$ cat config.mk
export PLATFORM = sky130hd
export DESIGN_NAME = imu_arbiter_flat
export DESIGN_NICKNAME = d
export VERILOG_FILES = /design/src/rtl/imu_arbiter_if.sv /design/src/rtl/imu_arbiter.sv /design/src/flat_wrapper.sv
export SDC_FILE = /design/constraint.sdc
export NUM_CORES = 1
export LEC_CHECK = 0
export BUFFER_PORTS_ARGS = -buffer_cell sky130_fd_sc_hd__buf_2
export CAP_MARGIN = 20
export CORE_AREA = 2 2 418 420
export DETAILED_ROUTE_END_ITERATION = 10
export DIE_AREA = 0 0 420 422
export GPL_TIMING_DRIVEN = 0
export PLACE_DENSITY = 0.3
export SLEW_MARGIN = 20
export SYNTH_ARGS = -nofsm -noshare
export SYNTH_HDL_FRONTEND = slang
export SYNTH_SLANG_ARGS = --single-unit
$ cat constraint.sdc
create_clock -name clk -period 2.3 [get_ports clk]
set_input_delay 0 -clock clk [delete_from_list [all_inputs] [get_ports clk]]
set_output_delay 0 -clock clk [all_outputs]
set_load 0.1 [all_outputs]
$ cat src/rtl/imu_arbiter_if.sv
// imu_arbiter_if: requester, IMU and response signal bundle shared by the
// arbiter (slave side) and whatever surrounds it (master side).
interface imu_arbiter_if #(
    parameter int NREQ  = 4,
    parameter int LANES = 4
);
    localparam int IDW = (NREQ > 1) ? $clog2(NREQ) : 1;
    localparam int RW  = 32 * LANES;

    logic [NREQ-1:0]    req_valid;
    logic [NREQ-1:0]    req_ready;
    logic [32*NREQ-1:0] req_value;
    logic [RW*NREQ-1:0] req_row;

    logic [31:0]        imu_value;
    logic [RW-1:0]      imu_row;
    logic               imu_start;
    logic [RW-1:0]      imu_data;
    logic               imu_cbb_valid;

    logic               resp_valid;
    logic               resp_ready;
    logic [IDW-1:0]     resp_id;
    logic [RW-1:0]      resp_data;
    logic               resp_err;

    modport slave (
        input  req_valid, req_value, req_row, imu_data, imu_cbb_valid, resp_ready,
        output req_ready, imu_value, imu_row, imu_start, resp_valid, resp_id,
               resp_data, resp_err
    );

    modport master (
        output req_valid, req_value, req_row, imu_data, imu_cbb_valid, resp_ready,
        input  req_ready, imu_value, imu_row, imu_start, resp_valid, resp_id,
               resp_data, resp_err
    );
endinterface

$ cat src/rtl/imu_arbiter.sv
// imu_arbiter: round-robin arbiter that shares one index match unit between
// NREQ requesters. One lookup is outstanding at a time; a watchdog turns a
// lookup that never sees CBB_valid into an error response with zero data.
module imu_arbiter #(
    parameter int NREQ    = 4,
    parameter int LANES   = 4,
    parameter int TIMEOUT = 64
) (
    input  logic           clk,
    input  logic           rst,
    imu_arbiter_if.slave   bus,
    output logic           busy
);
    localparam int IDW = (NREQ > 1) ? $clog2(NREQ) : 1;
    localparam int CW  = $clog2(TIMEOUT) + 1;
    localparam int RW  = 32 * LANES;

    typedef enum logic [1:0] {
        S_IDLE  = 2'd0,
        S_ISSUE = 2'd1,
        S_WAIT  = 2'd2,
        S_RESP  = 2'd3
    } state_t;

    state_t          r_state;
    logic [IDW-1:0]  r_rr_ptr;
    logic [IDW-1:0]  r_resp_id;
    logic [CW-1:0]   r_cnt;
    logic [31:0]     r_imu_value;
    logic [RW-1:0]   r_imu_row;
    logic [RW-1:0]   r_resp_data;
    logic            r_imu_start;
    logic            r_resp_valid;
    logic            r_resp_err;
    logic            r_busy;

    logic            w_any;
    logic [IDW-1:0]  w_gnt;
    logic [IDW:0]    w_sum;
    logic [IDW-1:0]  w_idx;
    logic [31:0]     w_sel_value;
    logic [RW-1:0]   w_sel_row;
    logic [NREQ-1:0] w_ready;

    // Circular priority search: first valid requester after the last grant
    always_comb begin
        w_any = 1'b0;
        w_gnt = {IDW{1'b0}};
        w_sum = {(IDW+1){1'b0}};
        w_idx = {IDW{1'b0}};
        for (int i = 1; i <= NREQ; i++) begin
            w_sum = {1'b0, r_rr_ptr} + (IDW+1)'(i);
            if (w_sum >= (IDW+1)'(NREQ)) begin
                w_sum = w_sum - (IDW+1)'(NREQ);
            end else begin
                w_sum = w_sum;
            end
            w_idx = w_sum[IDW-1:0];
            if (!w_any && bus.req_valid[w_idx]) begin
                w_any = 1'b1;
                w_gnt = w_idx;
            end else begin
                w_any = w_any;
            end
        end
    end

    // Pick out the granted requester's value and row block
    always_comb begin
        w_sel_value = 32'd0;
        w_sel_row   = {RW{1'b0}};
        for (int j = 0; j < NREQ; j++) begin
            if (IDW'(j) == w_gnt) begin
                w_sel_value = bus.req_value[32*j +: 32];
                w_sel_row   = bus.req_row[RW*j +: RW];
            end else begin
                w_sel_value = w_sel_value;
            end
        end
    end

    // One-hot accept pulse, only while idle and out of reset
    always_comb begin
        w_ready = {NREQ{1'b0}};
        if (rst && (r_state == S_IDLE) && w_any) begin
            w_ready[w_gnt] = 1'b1;
        end else begin
            w_ready = {NREQ{1'b0}};
        end
    end

    // Sequencer: grant, issue, wait for the IMU or the watchdog, hold the response
    always_ff @(posedge clk or negedge rst) begin
        if (!rst) begin
            r_state      <= S_IDLE;
            r_rr_ptr     <= IDW'(NREQ - 1);
            r_resp_id    <= {IDW{1'b0}};
            r_cnt        <= {CW{1'b0}};
            r_imu_value  <= 32'd0;
            r_imu_row    <= {RW{1'b0}};
            r_resp_data  <= {RW{1'b0}};
            r_imu_start  <= 1'b0;
            r_resp_valid <= 1'b0;
            r_resp_err   <= 1'b0;
            r_busy       <= 1'b0;
        end else begin
            r_imu_start <= 1'b0;
            case (r_state)
                S_IDLE: begin
                    if (w_any) begin
                        r_imu_value <= w_sel_value;
                        r_imu_row   <= w_sel_row;
                        r_resp_id   <= w_gnt;
                        r_rr_ptr    <= w_gnt;
                        r_imu_start <= 1'b1;
                        r_busy      <= 1'b1;
                        r_state     <= S_ISSUE;
                    end else begin
                        r_state <= S_IDLE;
                    end
                end
                S_ISSUE: begin
                    r_cnt   <= {CW{1'b0}};
                    r_state <= S_WAIT;
                end
                S_WAIT: begin
                    if (bus.imu_cbb_valid) begin
                        r_resp_data  <= bus.imu_data;
                        r_resp_err   <= 1'b0;
                        r_resp_valid <= 1'b1;
                        r_state      <= S_RESP;
                    end else if (r_cnt + CW'(1) == CW'(TIMEOUT - 1)) begin
                        // Watchdog expiry: data is forced to zero with the error flag
                        r_resp_data  <= {RW{1'b0}};
                        r_resp_err   <= 1'b1;
                        r_resp_valid <= 1'b1;
                        r_state      <= S_RESP;
                    end else if (r_cnt != {CW{1'b1}}) begin
                        r_cnt <= r_cnt + CW'(1);
                    end else begin
                        r_cnt <= r_cnt;
                    end
                end
                S_RESP: begin
                    if (bus.resp_ready) begin
                        r_resp_valid <= 1'b0;
                        r_busy       <= 1'b0;
                        r_state      <= S_IDLE;
                    end else begin
                        r_state <= S_RESP;
                    end
                end
                default: begin
                    r_resp_valid <= 1'b0;
                    r_busy       <= 1'b0;
                    r_state      <= S_IDLE;
                end
            endcase
        end
    end

    assign bus.req_ready  = w_ready;
    assign bus.imu_value  = r_imu_value;
    assign bus.imu_row    = r_imu_row;
    assign bus.imu_start  = r_imu_start;
    assign bus.resp_valid = r_resp_valid;
    assign bus.resp_id    = r_resp_id;
    assign bus.resp_data  = r_resp_data;
    assign bus.resp_err   = r_resp_err;
    assign busy           = r_busy;
endmodule

$ cat src/flat_wrapper.sv
// flat-port wrapper written by rule: the top's interface ports become plain ports
module imu_arbiter_flat 
#(
    parameter int NREQ    = 4,
    parameter int LANES   = 4,
    parameter int TIMEOUT = 64
)
  (clk, rst, busy, bus_req_valid, bus_req_value, bus_req_row, bus_imu_data, bus_imu_cbb_valid, bus_resp_ready, bus_req_ready, bus_imu_value, bus_imu_row, bus_imu_start, bus_resp_valid, bus_resp_id, bus_resp_data, bus_resp_err);
  imu_arbiter_if #(.NREQ(NREQ), .LANES(LANES)) bus_i ();
  input  logic clk;
  input  logic rst;
  output logic busy;
  input wire logic [$bits(bus_i.req_valid)-1:0] bus_req_valid;
  input wire logic [$bits(bus_i.req_value)-1:0] bus_req_value;
  input wire logic [$bits(bus_i.req_row)-1:0] bus_req_row;
  input wire logic [$bits(bus_i.imu_data)-1:0] bus_imu_data;
  input wire logic [$bits(bus_i.imu_cbb_valid)-1:0] bus_imu_cbb_valid;
  input wire logic [$bits(bus_i.resp_ready)-1:0] bus_resp_ready;
  output wire logic [$bits(bus_i.req_ready)-1:0] bus_req_ready;
  output wire logic [$bits(bus_i.imu_value)-1:0] bus_imu_value;
  output wire logic [$bits(bus_i.imu_row)-1:0] bus_imu_row;
  output wire logic [$bits(bus_i.imu_start)-1:0] bus_imu_start;
  output wire logic [$bits(bus_i.resp_valid)-1:0] bus_resp_valid;
  output wire logic [$bits(bus_i.resp_id)-1:0] bus_resp_id;
  output wire logic [$bits(bus_i.resp_data)-1:0] bus_resp_data;
  output wire logic [$bits(bus_i.resp_err)-1:0] bus_resp_err;
  assign bus_i.req_valid = bus_req_valid;
  assign bus_i.req_value = bus_req_value;
  assign bus_i.req_row = bus_req_row;
  assign bus_i.imu_data = bus_imu_data;
  assign bus_i.imu_cbb_valid = bus_imu_cbb_valid;
  assign bus_i.resp_ready = bus_resp_ready;
  assign bus_req_ready = bus_i.req_ready;
  assign bus_imu_value = bus_i.imu_value;
  assign bus_imu_row = bus_i.imu_row;
  assign bus_imu_start = bus_i.imu_start;
  assign bus_resp_valid = bus_i.resp_valid;
  assign bus_resp_id = bus_i.resp_id;
  assign bus_resp_data = bus_i.resp_data;
  assign bus_resp_err = bus_i.resp_err;
  imu_arbiter #(.NREQ(NREQ), .LANES(LANES), .TIMEOUT(TIMEOUT)) u_core (.clk(clk), .rst(rst), .bus(bus_i), .busy(busy));
endmodule
# Word level (Yosys, flattened, before mapping)
# Index checks and enable logic that the tools add are counted.
# Widths: inputs -> output; s select.
# totals
register_bits	305
latch_bits	0
ram_bits	0
rom_bits	0
output_inout_bits	298
mem_count	0
# op_classes
n_addsub	9
multipliers	0
div_mod_pow	0
order_cmp	10
n_eq_ne	14
shifts	0
muxes	51
bitwise_logic	0
n_reduce_logical	20
# ops
cell	count
$mux 128	6
$mux 32	4
$mux 2	11
$mux 7	3
$mux 1	17
$lt 2x3->1 const B	5
$pmux 7 s2	1
$ge 3x3->1 const B	4
$bmux 1 s2	4
$pmux 2 s4	1
$reduce_bool 2->1	4
$sub 2x1->2 const B	4
$add 7x1->7 const B	1
$eq 7x6->1 const B	1
$ne 7x7->1 const B	1
$add 2x2->3 const B	2
$logic_and 1x1->1	6
$ne 2x2->1 const B	3
$reduce_and 3->1	2
$eq 2x2->1 const A	2
$eq 2x2->1 const B	2
$logic_not 2->1	2
$mux 4	1
$ne 2x1->1 const B	2
11 further kinds	15

# Longest topological paths before layout
# depth
ltp_word	20
depth_mapped	9
mapped_depth_nobuf	7

# Worst setup path before layout
# Ideal clock, no wire load.
# synth_path
path_type	reg-to-output
startpoint	reg u_core.r_rr_ptr[1]
endpoint	out bus_req_ready[1]
arrival_time_ns	3.010
required_time_ns	2.300
slack_ns	-0.710
path_stages_with_launch	9
n_path_buf	4
cell_sequence	dfstp_2 -> buf_4 -> nand2b_1 -> a22oi_1 -> o221ai_2 -> buf_2 -> buf_2 -> buf_2 -> nor2b_1
# synth_between
elab_chain_len	20
# synth_lines
element	line_no	rtl
start: declaration	imu_arbiter.sv:26	logic [IDW-1:0] r_rr_ptr;
start signal: assignment	imu_arbiter.sv:96	r_rr_ptr <= IDW'(NREQ - 1);
start signal: assignment	imu_arbiter.sv:114	r_rr_ptr <= w_gnt;
$add 2x1->3	imu_arbiter.sv:52	w_sum = {1'b0, r_rr_ptr} + (IDW+1)'(i);
$ge 3x3->1 or $sub 2x1->2 (tied branches)	imu_arbiter.sv:53, imu_arbiter.sv:54	
$mux 2	imu_arbiter.sv:53	if (w_sum >= (IDW+1)'(NREQ)) begin
$bmux 1 s2	imu_arbiter.sv:59	if (!w_any && bus.req_valid[w_idx]) begin
$mux 1 (implied by the code)	imu_arbiter.sv:59	
$mux 1	imu_arbiter.sv:59	
$logic_not 1->1	imu_arbiter.sv:59	
$logic_and 1x1->1	imu_arbiter.sv:59	
[4 not listed]	n/a	
$logic_not 1->1	imu_arbiter.sv:59	
$logic_and 1x1->1	imu_arbiter.sv:59	
$mux 2	imu_arbiter.sv:59	
$lt 2x3->1 (implied by the code) or $ge 2x1->1 (tied branches)	imu_arbiter.sv:86	w_ready[w_gnt] = 1'b1;
$logic_and 1x1->1 (implied by the code)	imu_arbiter.sv:86	
$mux 1 (implied by the code)	imu_arbiter.sv:86	
$demux 1 s2	n/a	
$mux 4 (*)	imu_arbiter.sv:85	if (rst && (r_state == S_IDLE) && w_any) begin
end: declaration	flat_wrapper.sv:19	output wire logic [$bits(bus_i.req_ready)-1:0] bus_req_ready;
# Mark *: on every way between the ends. The rest lies on a longest branch, timed or not. The select of a mux whose other input is x is not followed.

# Final worst setup path
# layout_path
startpoint	reg u_core.r_rr_ptr[0]
endpoint	out bus_req_ready[0]
# Same word-level chain as after synthesis.

==> results.sh <==
export IMPL_status="complete, but fails checks"
export IMPL_failed_checks="negative setup slack"
export IMPL_layout_cells_most_common="sky130_fd_sc_hd__buf_2"
export IMPL_dr_pass1_iters=5
export IMPL_worst_hold_path_type="input port to async pin"
export IMPL_pwr_density_cell_nw_per_um2=1530
export IMPL_drc_errors=0
export IMPL_max_vdd_ir_drop_uv=749
export IMPL_synth_largest_type_area_fraction=0.488
export IMPL_wire_per_inst_um=23.5
export IMPL_fp_dieArea_um2=177000
export IMPL_overflow=0
export IMPL_h_tree_depth=2
export IMPL_layout_drive_gt1_share=0.421
export IMPL_skew_ns=0.0225
export IMPL_timing_max_transition_violations_final=0
export IMPL_fin_ws_ns=-0.242
export IMPL_core_area_um2=173000
export IMPL_most_common_layout_cells="sky130_fd_sc_hd__buf_2, sky130_fd_sc_hd__dlygate4sd3_1, sky130_fd_sc_hd__dfrtp_1"
export IMPL_cp_start_kind="register"
export IMPL_routability_cong=0.906
export IMPL_antenna_found_initial=24
export IMPL_crit_path_cells="and3b_2 > o32ai_4 > buf_12 > clkbuf_16 > nand3_4 > nor2_4 > buf_12"
export IMPL_unrepaired_setup_endpoints_after_global_routing="yes"
export IMPL_first_pass_grt_wire_length_um=184000
export IMPL_critPathSlowestCell="sky130_fd_sc_hd__dfstp_2"
export IMPL_tritoncts_clock_tree="yes"
export IMPL_cp_buffers_inverters=3
export IMPL_max_cap_violations=0
export IMPL_final_worst_path_period_share=1.11
export IMPL_syn_avg_cell_area_um2=10.4
export IMPL_num_nets_final=4261
export IMPL_cts_buffers=47
export IMPL_antenna_left=0
export IMPL_die_span_x_um=420
export IMPL_die_h_um=422
export IMPL_detail_route_vias_per_cell=3.68
export IMPL_wirelength_um=137000
export IMPL_crit_family="flip-flops"
export IMPL_timing_hold_ws_ns=0.00245
export IMPL_critPathMaxStageDelay_ns=0.60
export IMPL_worst_endpoint_required_ns=2.30
export IMPL_fin_total_pwr_w=0.0553
export IMPL_cts_root_buf="sky130_fd_sc_hd__clkbuf_16"
export IMPL_critical_path_startpoint="u_core.r_rr_ptr[0]"
export IMPL_tightestPinTransition_ns=0.803
export IMPL_io_pins=1074
export IMPL_grt_start_max_net_pins=78
export IMPL_cts_root_to_sink_buffers=3
export IMPL_synth_seq_cells=305
export IMPL_via_count_of_the_first_global_routing_pass=23137
export IMPL_count_of_clock_tree_sinks=305
export IMPL_clock_pin_slew_on_the_worst_setup_and_hold_paths_ns=0.07
export IMPL_synth_yosys_seq_area_share=0.491
export IMPL_total_leakage_power_nw=16.8
export IMPL_timing_final_crit_period_ns=2.54
export IMPL_detailedRoute_firstIterationViolations=1091
export IMPL_synth_cell_types=48
export IMPL_timing_max_slew_rel_slack=0.465
export IMPL_worst_r2r_startpoint="u_core.r_rr_ptr[1]"
export IMPL_crit_path_end_kind="output pin"
export IMPL_floorplan_rows=153
export IMPL_finalSetupViolations=115
export IMPL_finalHoldViolCount=0
export IMPL_grt_usage=0.146
export IMPL_number_of_synthesized_flops_with_an_enable_pin=0
export IMPL_initial_utilization=0.0900
export IMPL_critical_path_most_common_cell="sky130_fd_sc_hd__buf_12"
export IMPL_yosys_top_cells_area="sky130_fd_sc_hd__dfrtp_1, sky130_fd_sc_hd__a22o_1, sky130_fd_sc_hd__o221ai_1"
export IMPL_hpwl_um=106000
export IMPL_critPathMaxFanout=6
export IMPL_area_delta_synth_final_pct=133
export IMPL_crit_arrival_ns=2.54
export IMPL_synth_cell_area_um2=15600
export IMPL_path_class="register to output pin"
export IMPL_most_area_hungry_cell_type_in_the_yosys_netlist="sky130_fd_sc_hd__dfrtp_1"
export IMPL_fmax_mhz=393
export IMPL_count_of_vias_placed_by_the_detailed_router=21539
export IMPL_dpl_worst_slack_ns=-1.98
export IMPL_synthCells=1502
export IMPL_io_buffers=1072
export IMPL_yosys_warnings=0
export IMPL_clk_latency_ns=0.63
export IMPL_postSynth_topFlopCell="sky130_fd_sc_hd__dfrtp_1"
export IMPL_synth_fp_nets=2280
export IMPL_asyncSetResetFlopFracSynth=1.00
power by group:
part	internal, W	switching [W]	total, W
combinational	0.00896	0.0293	0.0382
sequential	0.00799	0.00163	0.00963
clock	0.00436	0.00308	0.00745
total	0.0213	0.0340	0.0553
path summary, 6_finish.rpt:
kind                       depth (start not counted)                   endpoint  slack, ns
setup reg to reg                                  12     u_core.bus.imu_row[39]      -0.16
hold / removal                                     9   u_core.bus.resp_data[60]      0.002
setup / recovery                                   7           bus_req_ready[0]      -0.24
max in group asynchronous                         10  u_core.bus.resp_data[105]       1.34
min in group clk                                   5      u_core.bus.resp_id[0]       0.11
hold reg to reg                                    2    u_core.bus.imu_row[124]       0.47
cell usage after synthesis, types with 7 or more instances:
library cell	n
sky130_fd_sc_hd__dfrtp_1	303
sky130_fd_sc_hd__nand2_1	177
sky130_fd_sc_hd__a22o_1	128
sky130_fd_sc_hd__clkbuf_1	118
sky130_fd_sc_hd__o221ai_1	108
sky130_fd_sc_hd__o31ai_1	108
sky130_fd_sc_hd__and3b_1	107
sky130_fd_sc_hd__nor3_1	106
sky130_fd_sc_hd__nor2_1	63
sky130_fd_sc_hd__and3_1	55
sky130_fd_sc_hd__o32a_1	53
sky130_fd_sc_hd__a221o_1	52
sky130_fd_sc_hd__buf_2	41
sky130_fd_sc_hd__inv_1	7
worst reg2reg max path, cell delays in order, from the launching register on:
cell and delay [ns]:
sky130_fd_sc_hd__dfstp_2 0.56, sky130_fd_sc_hd__buf_6 0.13, sky130_fd_sc_hd__mux2i_4 0.25, sky130_fd_sc_hd__o221ai_4 0.16, sky130_fd_sc_hd__buf_12 0.17, sky130_fd_sc_hd__buf_16 0.15
sky130_fd_sc_hd__buf_4 0.14, sky130_fd_sc_hd__buf_12 0.14, sky130_fd_sc_hd__buf_4 0.14, sky130_fd_sc_hd__buf_12 0.13, sky130_fd_sc_hd__buf_4 0.14, sky130_fd_sc_hd__nor3_4 0.16
sky130_fd_sc_hd__o31ai_2 0.10
cell families (layout without fill, tap and decap cells):
logic type / Yosys count / after routing / synth area share
adder cells (fa/ha/maj): 2 / 2 / 0.00161
buffers and inverters: 180 / 2197 / 0.0506
other: 0 / 12 / 0
AO/OA/AOI/OAI: 480 / 480 / 0.268
flip-flops: 305 / 305 / 0.491
multiplexers: 6 / 6 / 0.00386
AND/OR/NAND/NOR: 527 / 527 / 0.183
XOR/XNOR: 2 / 2 / 0.00113
metal layers:
layer	global-route usage	vias to the layer above	part of all wire
met4	0.0418	8	0.029
met1	0.178	10675	0.41
met2	0.259	812	0.50
met5	0	-	0.00041
li1	-	9881	-
met3	0.0283	163	0.057
layout make-up:
cell class | count | area, µm²
diodes | 12 | 30.0
plain buffers | 165 | 1600
clock buffers | 65 | 1280
clock inverters | 20 | 248
fillers | 19229 | 137000
inverters | 9 | 33.8
multi-input cells | 1017 | 7860
flip-flops and latches | 305 | 7640
well taps | 2325 | 2910
repair buffers | 1938 | 14600
through the flow:
| step | instances | cell area, µm² | TNS (ns) | util |
|---|---|---|---|---|
| finish | 5856 | 36200 | -8.45 | 0.209 |
| global route | 5845 | 36100 | -24.62 | 0.209 |
| CTS | 5809 | 34600 | -28.80 | 0.200 |
| detailed placement | 4905 | 24000 | -285.42 | 0.139 |
| global placement | 4899 | 23800 | -2248.34 | 0.138 |
| floorplan | 1502 | 15600 | -0.915 | - |
flip-flops by register name, summed over array words and instances (netlist names):
name	cells
u_core.bus.resp_valid	1
u_core.busy	1
u_core.bus.resp_err	1
u_core.bus.imu_start	1
u_core.r_state	2
u_core.bus.imu_row	128
u_core.bus.imu_value	32
u_core.r_rr_ptr	2
u_core.bus.resp_data	128
u_core.bus.resp_id	2
u_core.r_cnt	7
timing repair:
item,4_1_cts,5_1_grt
buffers inserted,35,24
cloned,2,12
setup endpoints to repair,271,285
hold buffers,784,4
endpoints found under the hold margin,461,5
pin swaps,11,36
resized for setup,218,335
No activity file was read; power rests on OpenSTA's default activity.
